--- src/rtl/adc_read_fsm.sv ---
// Serial SAR ADC read sequencer: conversion pulse, NBits dclk pulses, MSB-first shift-in.
// Optional macro ADC_CNT_CHECK_EN adds err_o and a shadow pulse count cross-checked against cnt_i.
module adc_read_fsm #(
  parameter int Width      = 6,
  parameter int NBits      = 16,
  parameter int ConvCycles = 50,
  parameter int HalfDiv    = 2
) (
  input  logic             clk_i,
  input  logic             rst_i,
  input  logic             start_i,
  input  logic             sdo_i,
  input  logic [Width-1:0] cnt_i,
  output logic [1:0]       opc_o,
  output logic             cnv_o,
  output logic             dclk_o,
  output logic [NBits-1:0] data_o,
  output logic             busy_o,
  output logic             done_o,
`ifdef ADC_CNT_CHECK_EN
  output logic             err_o,
`endif
  output logic [2:0]       state_o
);

  localparam int TW = $clog2(ConvCycles + HalfDiv);

  typedef enum logic [2:0] {IDLE, CONV, LOW, HIGH, DONE} state_t;

  state_t           state, state_n;
  logic [TW-1:0]    timer, timer_n;
  logic [NBits-1:0] shift, shift_n;
  logic [1:0]       opc_n;
  logic             err_flag;
  logic             timer_end;

`ifdef ADC_CNT_CHECK_EN
  logic [Width-1:0] shadow, shadow_n;
`endif

  assign timer_end = (timer == '0);
  assign state_o   = state;

  always_comb begin
    state_n  = state;
    timer_n  = timer;
    shift_n  = shift;
    err_flag = 1'b0;
`ifdef ADC_CNT_CHECK_EN
    shadow_n = shadow;
`endif
    case (state)
      IDLE: begin
        if (start_i) begin
          state_n = CONV;
          timer_n = TW'(ConvCycles - 1);
          shift_n = '0;
`ifdef ADC_CNT_CHECK_EN
          shadow_n = '0;
`endif
        end
      end
      CONV: begin
        if (timer_end) begin
          state_n = LOW;
          timer_n = TW'(HalfDiv - 1);
        end else begin
          timer_n = timer - 1'b1;
        end
      end
      LOW: begin
        if (timer_end) begin
          // Sample on the last LOW cycle, just before the dclk rising edge.
          shift_n = NBits'({shift, sdo_i});
          state_n = HIGH;
          timer_n = TW'(HalfDiv - 1);
`ifdef ADC_CNT_CHECK_EN
          shadow_n = shadow + 1'b1;
`endif
        end else begin
          timer_n = timer - 1'b1;
        end
      end
      HIGH: begin
        if (timer_end) begin
          timer_n = TW'(HalfDiv - 1);
          state_n = (cnt_i == Width'(NBits)) ? DONE : LOW;
`ifdef ADC_CNT_CHECK_EN
          if ((cnt_i > Width'(NBits)) || (cnt_i != shadow)) begin
            state_n  = DONE;
            err_flag = 1'b1;
          end
`endif
        end else begin
          timer_n = timer - 1'b1;
        end
      end
      DONE:    state_n = IDLE;
      default: state_n = IDLE;
    endcase
  end

  // Outputs are registered from the next state so cnv_o/dclk_o never glitch.
  always_comb begin
    opc_n = 2'b00;
    case (state_n)
      IDLE:    opc_n = 2'b00;
      CONV:    opc_n = 2'b00;
      LOW:     opc_n = 2'b01;
      HIGH:    opc_n = (state == LOW) ? 2'b10 : 2'b01;
      DONE:    opc_n = 2'b11;
      default: opc_n = 2'b00;
    endcase
  end

  always_ff @(posedge clk_i or negedge rst_i) begin
    if (!rst_i) begin
      state  <= IDLE;
      timer  <= '0;
      shift  <= '0;
      opc_o  <= 2'b00;
      cnv_o  <= 1'b0;
      dclk_o <= 1'b0;
      data_o <= '0;
      busy_o <= 1'b0;
      done_o <= 1'b0;
`ifdef ADC_CNT_CHECK_EN
      shadow <= '0;
      err_o  <= 1'b0;
`endif
    end else begin
      state  <= state_n;
      timer  <= timer_n;
      shift  <= shift_n;
      opc_o  <= opc_n;
      cnv_o  <= (state_n == CONV);
      dclk_o <= (state_n == HIGH);
      busy_o <= (state_n != IDLE);
      done_o <= (state_n == DONE);
      if (state_n == DONE) data_o <= shift_n;
`ifdef ADC_CNT_CHECK_EN
      shadow <= shadow_n;
      err_o  <= err_flag;
`endif
    end
  end

  // err_flag is only consumed when the check macro is defined.
  logic unused_ok;
  assign unused_ok = err_flag;

endmodule

--- config.mk ---
export PLATFORM = sky130hd
export DESIGN_NAME = adc_read_fsm
export DESIGN_NICKNAME = d
export VERILOG_FILES = /design/src/rtl/adc_read_fsm.sv
export SDC_FILE = /design/constraint.sdc
export NUM_CORES = 1
export LEC_CHECK = 0
export ABC_CLOCK_PERIOD_IN_PS = 3900
export CAP_MARGIN = 20
export CORE_AREA = 2 2 60 76
export DETAILED_ROUTE_END_ITERATION = 7
export DIE_AREA = 0 0 62 78
export GPL_TIMING_DRIVEN = 0
export PLACE_DENSITY_LB_ADDON = 0.25
export SLEW_MARGIN = 20
export SYNTH_ARGS = -nofsm -noshare
export SYNTH_HDL_FRONTEND = slang
export SYNTH_SLANG_ARGS = --single-unit
--- constraint.sdc ---
create_clock -name clk_i -period 3.9 [get_ports clk_i]
set_clock_uncertainty 0.2 [all_clocks]
set_input_delay 0.78 -clock clk_i [delete_from_list [all_inputs] [get_ports clk_i]]
set_output_delay 0.78 -clock clk_i [all_outputs]
set_load 0.005 [all_outputs]
**Word-level counts from Yosys, hierarchy flattened**

Index checks and enable logic that the tools add are counted.

- Word-level logic and storage cells: 39
- Register bits after elaboration: 47

- Add/subtract/negate cells: 1
- Reductions and logical operators: 6
- Mux-type cells: 14
- Equal/unequal tests: 9

Operator list:

| cell | number |
|---|---|
| 16-bit two-way mux | 2 |
| 16-bit one-hot mux with 2 select lines | 1 |
| 3-bit two-way mux | 5 |
| 3-bit by 2-bit == test with 1-bit output (second input constant) | 4 |
| 6-bit two-way mux | 2 |
| 3-bit one-hot mux with 4 select lines | 1 |
| 6-bit one-hot mux with 2 select lines | 1 |
| 3-bit by 1-bit == test with 1-bit output (second input constant) | 2 |
| 6-bit by 5-bit == test with 1-bit output (second input constant) | 1 |
| 6-bit zero test | 1 |
| 2-bit one-hot mux with 3 select lines | 1 |
| 6-bit by 1-bit subtractor with 6-bit output (second input constant) | 1 |
| 3-bit == test (second input constant) | 1 |
| 3-bit zero test | 1 |
| 3-bit nonzero test | 1 |
| 3-bit OR reduction | 1 |
| 2-bit two-way mux | 1 |
| 2-bit != test (second input constant) | 1 |
| 2-bit AND reduction | 1 |
| 2-bit nonzero test | 1 |

**Logic depth before layout (Yosys ltp)**

Gate-level depths: netlist (run 1).

- Depth after elaboration: 6
- Gate-level depth with buffers: 8

**Least setup slack after synthesis (run 1)**

Ideal clock, no wire load.

- Path type: input port to flip-flop
- Start: in cnt_i[3]
- End: reg data_o[10]
- Buffers on the path: 1
- Data arrival time: 2.162 ns
- Stages: 5
- Path slack: 1.413 ns
- Cell sequence: or4b_4 nor3_4 nand4_4 buf_6 mux2_4

- Word-level cells in the longest chain between the ends: 5

Ends and longest elaborated chain:

| item | line | source |
|---|---|---|
| start, declared | 13 | `input logic [Width-1:0] cnt_i,` |
| 6-bit by 5-bit == test with 1-bit output | 87 | `state_n = (cnt_i == Width'(NBits)) ? DONE : LOW;` |
| 3-bit two-way mux | 87 |  |
| 3-bit two-way mux | 85 | `if (timer_end) begin` |
| 3-bit one-hot mux with 4 select lines | 52 | `case (state)` |
| 3-bit == test | 140 | `if (state_n == DONE) data_o <= shift_n;` |
| end signal, assigned | 140 |  |
| end, declared | 17 | `output logic [NBits-1:0] data_o,` |

Every way passes these cells.
A chain may end at the register's enable or synchronous reset.

**Final worst setup path (run 1)**

- Start: in cnt_i[3]
- End: reg data_o[9]

The elaborated chain is that of the path after synthesis.

==> impl_metrics.prom, run 1 <==
# TYPE chip_impl_metric gauge
chip_impl_info{name="timing.hold.worst.class",value="in2async"} 1
chip_impl_metric{name="synth_nets",unit=""} 154
chip_impl_metric{name="grt_start_max_net_pins",unit=""} 30
chip_impl_metric{name="cp_max_fo",unit=""} 10
chip_impl_metric{name="floorplan.rows",unit=""} 26
chip_impl_metric{name="final_setup_violation_count",unit=""} 0
chip_impl_metric{name="placedCellCount",unit=""} 234
chip_impl_info{name="synth_ff_type",value="dfrtp_1"} 1
chip_impl_metric{name="power.combinational.fraction",unit="%"} 2.6
chip_impl_metric{name="fin_cells",unit=""} 241
chip_impl_info{name="synth_top_family_by_area",value="compound AO/OA/AOI/OAI gates"} 1
chip_impl_info{name="tritoncts",value="yes"} 1
chip_impl_metric{name="reg2reg_depth",unit=""} 7
chip_impl_metric{name="syn_avg_cell_area",unit="um2"} 13.5
chip_impl_info{name="r2r-start",value="timer[0]"} 1
chip_impl_metric{name="maxcap_viol_count",unit=""} 0
chip_impl_metric{name="ctsHtreeMaxLevel",unit=""} 2
chip_impl_metric{name="netlist.area_leader.share",unit="%"} 61.0
chip_impl_metric{name="design.portCount",unit=""} 35
chip_impl_info{name="setup.worst_path.start_class",value="input pin"} 1
chip_impl_metric{name="power_report.internal_total",unit="mW"} 0.684
chip_impl_metric{name="final_nets",unit=""} 196
chip_impl_metric{name="clock_latency_on_the_worst_skew_pair",unit="ns"} 0.29
chip_impl_metric{name="synth_sequential_area_ratio",unit="%"} 61.0
chip_impl_metric{name="cp.arrival",unit="ns"} 2.73
chip_impl_metric{name="synth-async-reset-ratio",unit="%"} 100
chip_impl_metric{name="power_switching_share",unit="%"} 19.7
chip_impl_metric{name="grt_antenna_before_repair",unit=""} 0
chip_impl_info{name="critical_path_class",value="in2reg"} 1
chip_impl_info{name="synthTopCellsByCount",value="dfrtp_1 (47), a22o_1 (17), o21ai_0 (10), mux2_2 (8), mux2_4 (8)"} 1
chip_impl_metric{name="die_w",unit="um"} 62
chip_impl_metric{name="setup_tns",unit="ns"} 0
chip_impl_metric{name="finalHoldWorstSlack",unit="ns"} 0.225
chip_impl_info{name="synth_area_leader_cell",value="dfrtp_1"} 1
chip_impl_metric{name="cts_setup_buffers",unit=""} 0
chip_impl_metric{name="maximum_clock_insertion_buffer_count",unit=""} 2
chip_impl_metric{name="post_route_cells_drive_above_1_share",unit="%"} 18.9
chip_impl_metric{name="synth_edf_count",unit=""} 0
chip_impl_metric{name="die_h",unit="um"} 78
chip_impl_metric{name="powerDensity",unit="mW/mm2"} 346
chip_impl_metric{name="finalWorstPathRequiredPeriod",unit="ns"} 2.74
chip_impl_metric{name="routabilityCongestion",unit=""} 0.816
chip_impl_metric{name="viasPerCell",unit=""} 5.31
chip_impl_metric{name="grt_util_all_layers",unit="%"} 17.3
chip_impl_metric{name="drcViolationCount",unit=""} 0
chip_impl_metric{name="cts_buffers",unit=""} 5
chip_impl_metric{name="cts_repair_resize_count",unit=""} 0
chip_impl_metric{name="finalPower",unit="mW"} 0.853
chip_impl_metric{name="ys_ff_latch",unit=""} 47
chip_impl_metric{name="number_of_inserted_diodes",unit=""} 0
chip_impl_metric{name="period_share",unit="%"} 70.4
chip_impl_metric{name="post_cts_hold_buffer_count",unit=""} 0
chip_impl_metric{name="effective_utilization_at_floorplan",unit="%"} 47.4
chip_impl_metric{name="max_slew_vio_count",unit=""} 0
chip_impl_metric{name="final_count_of_hold_timing_violations",unit=""} 0
chip_impl_info{name="setup_repair_after_global_routing_missed_its_margin",value="false"} 1
chip_impl_metric{name="first_pass_grt_wire_length",unit="mm"} 6.14
chip_impl_metric{name="totalWireLength",unit="mm"} 3.63
chip_impl_info{name="setup.worst_path.end_class",value="flip-flop"} 1
chip_impl_metric{name="post_synth_and_or_nand_nor_area_fraction",unit="%"} 10.8
chip_impl_metric{name="synth_cell_types",unit=""} 31
chip_impl_metric{name="final_antenna_net_count",unit=""} 0
chip_impl_info{name="reg2reg_to",value="shift[7]"} 1
chip_impl_metric{name="detail_route.first_pass.iterations",unit=""} 4
chip_impl_metric{name="cts_num_sinks",unit=""} 47
chip_impl_metric{name="seq_power_share",unit="%"} 57.1
chip_impl_metric{name="timing.slew.headroom",unit="%"} 64.2
chip_impl_metric{name="synthesis.yosys.warnings",unit=""} 0
chip_impl_metric{name="clock_transition_time_at_the_flip_flop_clock_pins_of_the_worst_setup_and_hold_paths",unit="ns"} 0.08
chip_impl_metric{name="coreArea",unit="mm2"} 0.00407
chip_impl_metric{name="design.die.area",unit="mm2"} 0.00484
chip_impl_metric{name="synth-adder-area-share",unit="%"} 0.649
chip_impl_metric{name="worst-slew-pin-transition",unit="ns"} 0.535
chip_impl_metric{name="reg2reg_setup_slack",unit="ns"} 1.39
chip_impl_metric{name="route.vias.total",unit=""} 1280
chip_impl_metric{name="peak_supply_drop",unit="V"} 0.000257
chip_impl_metric{name="worstPathRequired",unit="ns"} 3.88
chip_impl_metric{name="synth-xor-area-share",unit="%"} 0.454
chip_impl_metric{name="cell_area_after_technology_mapping",unit="mm2"} 0.00193
chip_impl_metric{name="port_buffers",unit=""} 34
chip_impl_metric{name="power.share.clock",unit="%"} 40.3
chip_impl_metric{name="synthCells",unit=""} 143
chip_impl_metric{name="hpwlAfterDp",unit="mm"} 2.62
chip_impl_metric{name="peak_freq",unit="MHz"} 364
chip_impl_metric{name="area_growth",unit="%"} 27.6
chip_impl_metric{name="global_route.overflow_total",unit=""} 0
chip_impl_metric{name="power.leakage",unit="nW"} 1.13
chip_impl_metric{name="synth.mux.area_fraction",unit="%"} 10.9
chip_impl_info{name="run_status",value="finished, final reports clean"} 1
chip_impl_info{name="clockRootBuffer",value="clkbuf_8"} 1
chip_impl_metric{name="drt_iter0_drcs",unit=""} 41
chip_impl_info{name="post-synth-top-count-cell",value="dfrtp_1"} 1
chip_impl_metric{name="route.detailed.wl_per_inst",unit="um"} 15.1
chip_impl_metric{name="net-switching-power",unit="mW"} 0.168
chip_impl_metric{name="synth_compound_area_share",unit="%"} 13.0
chip_impl_info{name="synth.area.top_cells",value="dfrtp_1 (61%), a22o_1 (7.7%), mux2_4 (6.2%), mux2_2 (4.7%), o21ai_0 (2.6%)"} 1
chip_impl_metric{name="via_count_of_the_first_global_routing_pass",unit=""} 1256
cell type report:
cell class | count | area (um2)
Multi-Input combinational cell | 82 | 691
Clock buffer | 5 | 68.8
Clock inverter | 2 | 37.5
Inverter | 7 | 26.3
Buffer | 7 | 36.3
Tap cell | 56 | 70.1
Timing Repair Buffer | 35 | 355
Sequential cell | 47 | 1180
Fill cell | 351 | 1610
sequential cells by signal (all words and copies together), names as in the netlist:
register,cells
busy_o,1
cnv_o,1
data_o,16
dclk_o,1
done_o,1
opc_o,2
shift,16
state_o,3
timer,6
stage by stage:
step | setup slack [ns] | utilization, % | instance area [um2]
CTS | 1.15 | 60.5 | 2460
detailed placement | 0.830 | 57.9 | 2350
global placement | 0.685 | 57.5 | 2340
finish | 1.16 | 60.5 | 2460
global route | 1.10 | 60.5 | 2460
floorplan | 1.41 | - | 1930
power groups by stage:
stage | Clock (mW) | Sequential [mW] | Combinational [mW]
6_report | 0.344 | 0.487 | 0.0218
4_1_cts | 0.349 | 0.487 | 0.0229
3_5_place_dp | 0 | 0.497 | 0.0228
2_1_floorplan | 0 | 0.497 | 0.00115
3_3_place_gp | 0 | 0.497 | 0.0199
5_1_grt | 0.371 | 0.487 | 0.0246
layer usage:
layer	track usage, %	up-vias	routed length, um
li1	-	598	-
met5	0	-	0
met3	3.67	7	131
met1	24.5	644	1610
met4	7.23	0	74
met2	25.2	31	1820
cell families after synthesis:
kind of cell / count (synthesis)
DFF: 47
AOI/OAI and AO/OA: 35
and+or+nand+nor: 29
muxes: 16
buffers and inverters: 14
xor gates and xnor gates: 1
adders and majority gates: 1
worst max path at each step:
stage               startpoint    endpoint  slack, ns
global route          cnt_i[3]   data_o[9]       1.10
detailed placement    cnt_i[3]   data_o[9]       0.83
finish                cnt_i[3]   data_o[9]       1.16
global placement         rst_i   data_o[4]       0.68
CTS                   cnt_i[3]   data_o[9]       1.15
floorplan             cnt_i[3]  data_o[10]       1.41
placed cells by master, fill, tap and decap left out, types with 2 or more instances in the layout:
| master | Yosys | final |
|---|---|---|
| buf_2 | 2 | 3 |
| o21ai_0 | 10 | 10 |
| nor3_2 | 2 | 2 |
| nor2b_1 | 2 | 2 |
| a22o_1 | 17 | 17 |
| nand2_1 | 3 | 3 |
| nor3_1 | 6 | 6 |
| a31oi_1 | 2 | 2 |
| nor2_1 | 4 | 4 |
| clkbuf_1 | 4 | 4 |
| nand2b_1 | 3 | 3 |
| dfrtp_1 | 47 | 47 |
| mux2_4 | 8 | 8 |
| inv_1 | 7 | 7 |
| clkdlybuf4s50_1 | 0 | 33 |
| mux2_2 | 8 | 8 |
| a21oi_1 | 3 | 3 |
| clkbuf_8 | 0 | 5 |
worst max-delay path: stages:
cell and delay (ns):
clkdlybuf4s50_1 0.40, or4b_4 0.54, nor3_4 0.21, nand4_4 0.25
buf_6 0.24, mux2_4 0.31
(Power assumes the default switching activity.)
==> inputs of run 2 (changes only) <==
- ABC_CLOCK_PERIOD_IN_PS: 3900 -> 2500
- CORE_AREA: 2 2 60 76 -> 2 2 61 78
- DIE_AREA: 0 0 62 78 -> 0 0 63 80
- clock period: 3.9 -> 2.5 ns (I/O delays scaled with it)
==> impl_metrics.prom, run 2 (synthesized netlist as in run 1, its figures left out) <==
# TYPE chip_impl_metric gauge
chip_impl_info{name="tritoncts",value="yes"} 1
chip_impl_metric{name="final_nets",unit=""} 198
chip_impl_info{name="setup.worst_path.end_class",value="flip-flop"} 1
chip_impl_metric{name="floorplan.rows",unit=""} 27
chip_impl_metric{name="clock_transition_time_at_the_flip_flop_clock_pins_of_the_worst_setup_and_hold_paths",unit="ns"} 0.09
chip_impl_metric{name="hpwlAfterDp",unit="mm"} 2.74
chip_impl_metric{name="number_of_inserted_diodes",unit=""} 0
chip_impl_info{name="layout.cells.most_common_list",value="dfrtp_1 (47), clkdlybuf4s50_1 (33), a22o_1 (17)"} 1
chip_impl_metric{name="clock_latency_on_the_worst_skew_pair",unit="ns"} 0.30
chip_impl_metric{name="effective_utilization_at_floorplan",unit="%"} 45.0
chip_impl_metric{name="finalCoreUtilization",unit="%"} 58.3
chip_impl_metric{name="peak_supply_drop",unit="V"} 0.000416
chip_impl_metric{name="area_growth",unit="%"} 29.7
chip_impl_info{name="clockRootBuffer",value="clkbuf_8"} 1
chip_impl_metric{name="final_antenna_net_count",unit=""} 0
chip_impl_metric{name="critical_path_depth",unit=""} 7
chip_impl_metric{name="powerDensity",unit="mW/mm2"} 539
chip_impl_metric{name="fillers",unit=""} 359
chip_impl_metric{name="period_share",unit="%"} 94.0
chip_impl_metric{name="post_route_cells_drive_above_1_share",unit="%"} 21.3
chip_impl_info{name="reg_top3",value="data_o x16, shift x16, timer x6"} 1
chip_impl_metric{name="routabilityCongestion",unit=""} 0.838
chip_impl_metric{name="whs_path_depth",unit=""} 1
chip_impl_metric{name="critical_path.n_buffers_inverters",unit=""} 2
chip_impl_metric{name="slowest_delay",unit="ns"} 0.46
chip_impl_metric{name="worst-slew-pin-transition",unit="ns"} 0.536
chip_impl_metric{name="cts_num_sinks",unit=""} 47
chip_impl_info{name="cp_top_family",value="simple AND/OR/NAND/NOR gates"} 1
chip_impl_metric{name="setup_tns",unit="ns"} 0
chip_impl_info{name="cp_cell_sequence",value="inv_1 > ha_1 > nor3b_4 > a31oi_1 > or3_1 > clkbuf_4 > a22o_1"} 1
chip_impl_metric{name="drt_iter0_drcs",unit=""} 48
chip_impl_info{name="run_status",value="finished, final reports clean"} 1
chip_impl_metric{name="ctsHtreeMaxLevel",unit=""} 2
chip_impl_metric{name="finalHoldWorstSlack",unit="ns"} 0.310
chip_impl_metric{name="die_w",unit="um"} 63
chip_impl_metric{name="maxcap_viol_count",unit=""} 0
chip_impl_info{name="setup.worst_path.start_class",value="flip-flop"} 1
chip_impl_info{name="critical_path_class",value="reg2reg"} 1
chip_impl_metric{name="finalWorstPathRequiredPeriod",unit="ns"} 2.35
chip_impl_metric{name="grt_start_max_net_pins",unit=""} 33
chip_impl_metric{name="drcViolationCount",unit=""} 0
chip_impl_metric{name="coreArea",unit="mm2"} 0.00429
chip_impl_metric{name="final_setup_violation_count",unit=""} 0
chip_impl_metric{name="preCtsSetupSlack",unit="ns"} -0.277
chip_impl_metric{name="route.vias.total",unit=""} 1324
chip_impl_metric{name="cp_max_fo",unit=""} 10
chip_impl_metric{name="timing.slew.headroom",unit="%"} 64.2
chip_impl_info{name="leading_cell_type_in_the_layout_fill_and_taps_excluded",value="dfrtp_1"} 1
chip_impl_metric{name="route.detailed.wl_per_inst",unit="um"} 15.6
chip_impl_metric{name="peak_freq",unit="MHz"} 426
chip_impl_metric{name="port_buffers",unit=""} 34
chip_impl_metric{name="viasPerCell",unit=""} 5.38
chip_impl_metric{name="reg2reg_depth",unit=""} 7
chip_impl_metric{name="max_slew_vio_count",unit=""} 0
chip_impl_metric{name="via_count_of_the_first_global_routing_pass",unit=""} 1441
chip_impl_metric{name="maximum_clock_insertion_buffer_count",unit=""} 2
chip_impl_metric{name="design.die.area",unit="mm2"} 0.00504
chip_impl_metric{name="detail_route.first_pass.iterations",unit=""} 4
chip_impl_info{name="setup_repair_after_global_routing_missed_its_margin",value="false"} 1
chip_impl_metric{name="final_count_of_hold_timing_violations",unit=""} 0
chip_impl_metric{name="first_pass_grt_wire_length",unit="mm"} 6.65
chip_impl_metric{name="totalWireLength",unit="mm"} 3.84
chip_impl_metric{name="worstPathRequired",unit="ns"} 2.49
chip_impl_info{name="cp_slowest_cell",value="or3_1"} 1
chip_impl_info{name="timing.hold.worst.class",value="reg2reg"} 1
chip_impl_metric{name="setup_ws",unit="ns"} 0.150
chip_impl_metric{name="design.portCount",unit=""} 35
chip_impl_metric{name="grt_antenna_before_repair",unit=""} 0
chip_impl_metric{name="power.leakage",unit="nW"} 1.15
chip_impl_metric{name="cp.arrival",unit="ns"} 2.34
chip_impl_metric{name="grt_util_all_layers",unit="%"} 17.2
chip_impl_metric{name="die_h",unit="um"} 80
chip_impl_metric{name="cts_buffers",unit=""} 5
chip_impl_metric{name="global_route.overflow_total",unit=""} 0
chip_impl_metric{name="reg2reg_setup_slack",unit="ns"} 0.15
## run 2: what timing repair did
| action | in CTS | in global routing |
|---|---|---|
| gates resized for setup | 2 | 3 |
| setup buffers | 0 | 2 |
| pin swaps | 0 | 1 |
| hold endpoints to repair | 15 | 0 |
| hold buffers | 1 | 0 |
| setup endpoints to repair | 10 | 17 |
| cloned | 0 | 0 |
## run 2: cell type report
cell class	instances	area (um2)	area share, %
flip-flops and latches	47	1180	47.0
multi-input cells	82	697	27.8
repair buffers	38	380	15.2
well taps	58	72.6	2.90
clock buffers	5	68.8	2.75
clock inverters	3	43.8	1.75
plain buffers	6	37.5	1.50
inverters	7	26.3	1.05
## run 2: metrics by stage
| stage | cells | power [mW] | area (um2) |
|---|---|---|---|
| after floorplan | 143 | 0.777 | 1930 |
| after global placement | 235 | 0.806 | 2340 |
| after detailed placement | 236 | 0.810 | 2360 |
| after CTS | 245 | 1.36 | 2480 |
| after global routing | 246 | 1.40 | 2500 |
| final | 246 | 1.35 | 2500 |
## run 2: path summary, 6_finish.rpt
path                           start    endpoint
min                        data_o[6]   data_o[6]
max reg2reg                 timer[0]    shift[3]
min in group asynchronous      rst_i  data_o[11]
min reg2reg                data_o[6]   data_o[6]
max in group asynchronous      rst_i      busy_o
max                         timer[0]    shift[3]
## run 2: layer usage
| metal | wire length (um) | up-vias | part of all wire (%) | global-route usage [%] |
|---|---|---|---|---|
| met4 | 61 | 0 | 1.6 | 7.33 |
| met5 | 0 | - | 0 | 0 |
| met2 | 2080 | 29 | 54 | 30.0 |
| met1 | 1580 | 683 | 41 | 20.1 |
| li1 | - | 607 | - | - |
| met3 | 131 | 5 | 3.4 | 4.37 |
## run 2: power by group
part	switching (mW)	internal, mW
sequential	0	0.759
combinational	0.0189	0.0169
clock	0.256	0.298
total	0.275	1.07
==> inputs of run 3 (changes only) <==
- ABC_CLOCK_PERIOD_IN_PS: 2500 -> 2070
- CELL_PAD_IN_SITES_DETAIL_PLACEMENT: unset -> 1
- CELL_PAD_IN_SITES_GLOBAL_PLACEMENT: unset -> 1
- CORE_AREA: 2 2 61 78 -> 2 2 68 86
- DIE_AREA: 0 0 63 80 -> 0 0 70 88
- clock period: 2.5 -> 2.07 ns (I/O delays scaled with it)
==> impl_metrics.prom, run 3 (synthesized netlist as in run 1, its figures left out) <==
# TYPE chip_impl_metric gauge
chip_impl_metric{name="grt_util_all_layers",unit="%"} 16.2
chip_impl_metric{name="grt_start_max_net_pins",unit=""} 25
chip_impl_metric{name="die_h",unit="um"} 88
chip_impl_metric{name="drcViolationCount",unit=""} 0
chip_impl_metric{name="worst-slew-pin-transition",unit="ns"} 0.587
chip_impl_metric{name="clock_transition_time_at_the_flip_flop_clock_pins_of_the_worst_setup_and_hold_paths",unit="ns"} 0.10
chip_impl_metric{name="worstPathRequired",unit="ns"} 2.07
chip_impl_metric{name="coreArea",unit="mm2"} 0.00533
chip_impl_metric{name="cp.arrival",unit="ns"} 2.22
chip_impl_info{name="violations",value="setup timing"} 1
chip_impl_metric{name="viasPerCell",unit=""} 5.19
chip_impl_metric{name="post_route_cells_drive_above_1_share",unit="%"} 29.4
chip_impl_metric{name="maximum_clock_insertion_buffer_count",unit=""} 2
chip_impl_metric{name="design.portCount",unit=""} 35
chip_impl_metric{name="final_setup_violation_count",unit=""} 23
chip_impl_metric{name="finalCoreUtilization",unit="%"} 51.2
chip_impl_metric{name="routabilityCongestion",unit=""} 0.783
chip_impl_metric{name="number_of_inserted_diodes",unit=""} 0
chip_impl_metric{name="cts_buffers",unit=""} 5
chip_impl_info{name="clockRootBuffer",value="clkbuf_8"} 1
chip_impl_metric{name="port_buffers",unit=""} 34
chip_impl_metric{name="floorplan.rows",unit=""} 30
chip_impl_info{name="setup.worst_path.end_class",value="flip-flop"} 1
chip_impl_info{name="r2r-start",value="timer[0]"} 1
chip_impl_metric{name="setup_ws",unit="ns"} -0.155
chip_impl_metric{name="totalWireLength",unit="mm"} 4.74
chip_impl_metric{name="peak_freq",unit="MHz"} 449
chip_impl_info{name="setup_repair_after_global_routing_missed_its_margin",value="true"} 1
chip_impl_metric{name="placed_cell_area",unit="mm2"} 0.00239
chip_impl_metric{name="cp_max_fo",unit=""} 5
chip_impl_metric{name="drt_iter0_drcs",unit=""} 27
chip_impl_metric{name="hpwlAfterDp",unit="mm"} 3.14
chip_impl_metric{name="die_w",unit="um"} 70
chip_impl_info{name="critical_path_class",value="reg2reg"} 1
chip_impl_metric{name="grt_antenna_before_repair",unit=""} 0
chip_impl_metric{name="powerDensity",unit="mW/mm2"} 606
chip_impl_metric{name="clock_latency_on_the_worst_skew_pair",unit="ns"} 0.30
chip_impl_metric{name="cts_num_sinks",unit=""} 47
chip_impl_metric{name="route.detailed.wl_per_inst",unit="um"} 17.9
chip_impl_metric{name="ctsHtreeMaxLevel",unit=""} 2
chip_impl_metric{name="detail_route.first_pass.iterations",unit=""} 4
chip_impl_metric{name="route.vias.total",unit=""} 1375
chip_impl_metric{name="max_slew_vio_count",unit=""} 0
chip_impl_info{name="setup.worst_path.start",value="timer[0]"} 1
chip_impl_info{name="hold_path.startpoint",value="data_o[1]"} 1
chip_impl_metric{name="first_pass_grt_wire_length",unit="mm"} 7.81
chip_impl_info{name="setup.worst_path.start_class",value="flip-flop"} 1
chip_impl_info{name="timing.hold.worst.class",value="reg2reg"} 1
chip_impl_metric{name="timing.slew.headroom",unit="%"} 60.9
chip_impl_info{name="layout.cells.most_common_list",value="dfrtp_1 (47), clkdlybuf4s50_1 (29), a22o_1 (17)"} 1
chip_impl_metric{name="effective_utilization_at_floorplan",unit="%"} 36.2
chip_impl_info{name="run_status",value="complete, but fails checks"} 1
chip_impl_metric{name="maxcap_viol_count",unit=""} 0
chip_impl_metric{name="final_antenna_net_count",unit=""} 0
chip_impl_metric{name="final_count_of_hold_timing_violations",unit=""} 0
chip_impl_info{name="leading_cell_type_in_the_layout_fill_and_taps_excluded",value="dfrtp_1"} 1
chip_impl_info{name="reg_top3",value="data_o x16, shift x16, timer x6"} 1
chip_impl_metric{name="global_route.overflow_total",unit=""} 0
chip_impl_metric{name="area_growth",unit="%"} 41.5
chip_impl_metric{name="period_share",unit="%"} 108
chip_impl_metric{name="design.die.area",unit="mm2"} 0.00616
chip_impl_metric{name="via_count_of_the_first_global_routing_pass",unit=""} 1575
chip_impl_metric{name="final_nets",unit=""} 211
chip_impl_metric{name="peak_supply_drop",unit="V"} 0.000376
chip_impl_metric{name="fin_area",unit="mm2"} 0.00273
chip_impl_metric{name="finalWorstPathRequiredPeriod",unit="ns"} 2.23
chip_impl_info{name="tritoncts",value="yes"} 1
chip_impl_metric{name="power.leakage",unit="nW"} 1.29
run 3: routing by layer:
layer	global-route usage, %	share of wire [%]	vias up	routed length, um
met3	3.57	2.4	4	116
met1	18.8	41	716	1940
met5	0	0	-	0
li1	-	-	635	-
met4	4.72	0.70	0	33
met2	30.0	56	20	2640
run 3: path summary, 6_finish.rpt:
path	to	cells past startpoint	slack (ns)
max	data_o[13]	7	-0.16
min	data_o[1]	1	0.32
max reg2reg	data_o[13]	7	-0.16
min reg2reg	data_o[1]	1	0.32
max in group asynchronous	shift[9]	3	0.70
min in group asynchronous	opc_o[0]	2	0.44
run 3: per-stage QoR:
step           power (mW)  hold slack, ns  TNS (ns)  setup slack (ns)  std cells
6_report             1.65           0.318     -2.26            -0.155        265
5_1_grt              1.71           0.337     -4.43            -0.218        265
4_1_cts              1.67           0.325     -2.89            -0.164        260
3_5_place_dp        0.981           0.248    -15.65            -0.637        242
3_3_place_gp        0.974           0.289    -55.72            -0.894        241
2_1_floorplan       0.938         -0.0816     -1.11           -0.0883        143
run 3: critical path: stages, from the launching register on:
cell and delay [ns]:
dfrtp_1 0.41, inv_2 0.08, ha_4 0.15, or3b_4 0.40, nor3_4 0.19, nand4_4 0.19, clkbuf_16 0.21, mux2_4 0.29
run 3: final cells by class:
cell class / count / area [um2]
well taps: 64 / 80.1
multi-input cells: 82 / 729
repair buffers: 51 / 536
clock buffers: 5 / 68.8
fillers: 550 / 2600
plain buffers: 6 / 66.3
clock inverters: 3 / 47.5
inverters: 7 / 26.3
flip-flops and latches: 47 / 1180
run 3: power by group:
part | switching, mW | internal (mW) | total, mW
registers | 0 | 0.917 | 0.917
logic | 0.0236 | 0.0208 | 0.0444
clock network | 0.326 | 0.366 | 0.693
total | 0.350 | 1.30 | 1.65
run 3: timing repair:
| action | 4_1_cts | 5_1_grt |
|---|---|---|
| hold buffers | 1 | 0 |
| setup buffers | 9 | 4 |
| cloned | 1 | 1 |
| setup endpoints to repair | 41 | 41 |
| gates resized for setup | 11 | 12 |
| pin swaps | 20 | 7 |
| endpoints found under the hold margin | 23 | 0 |
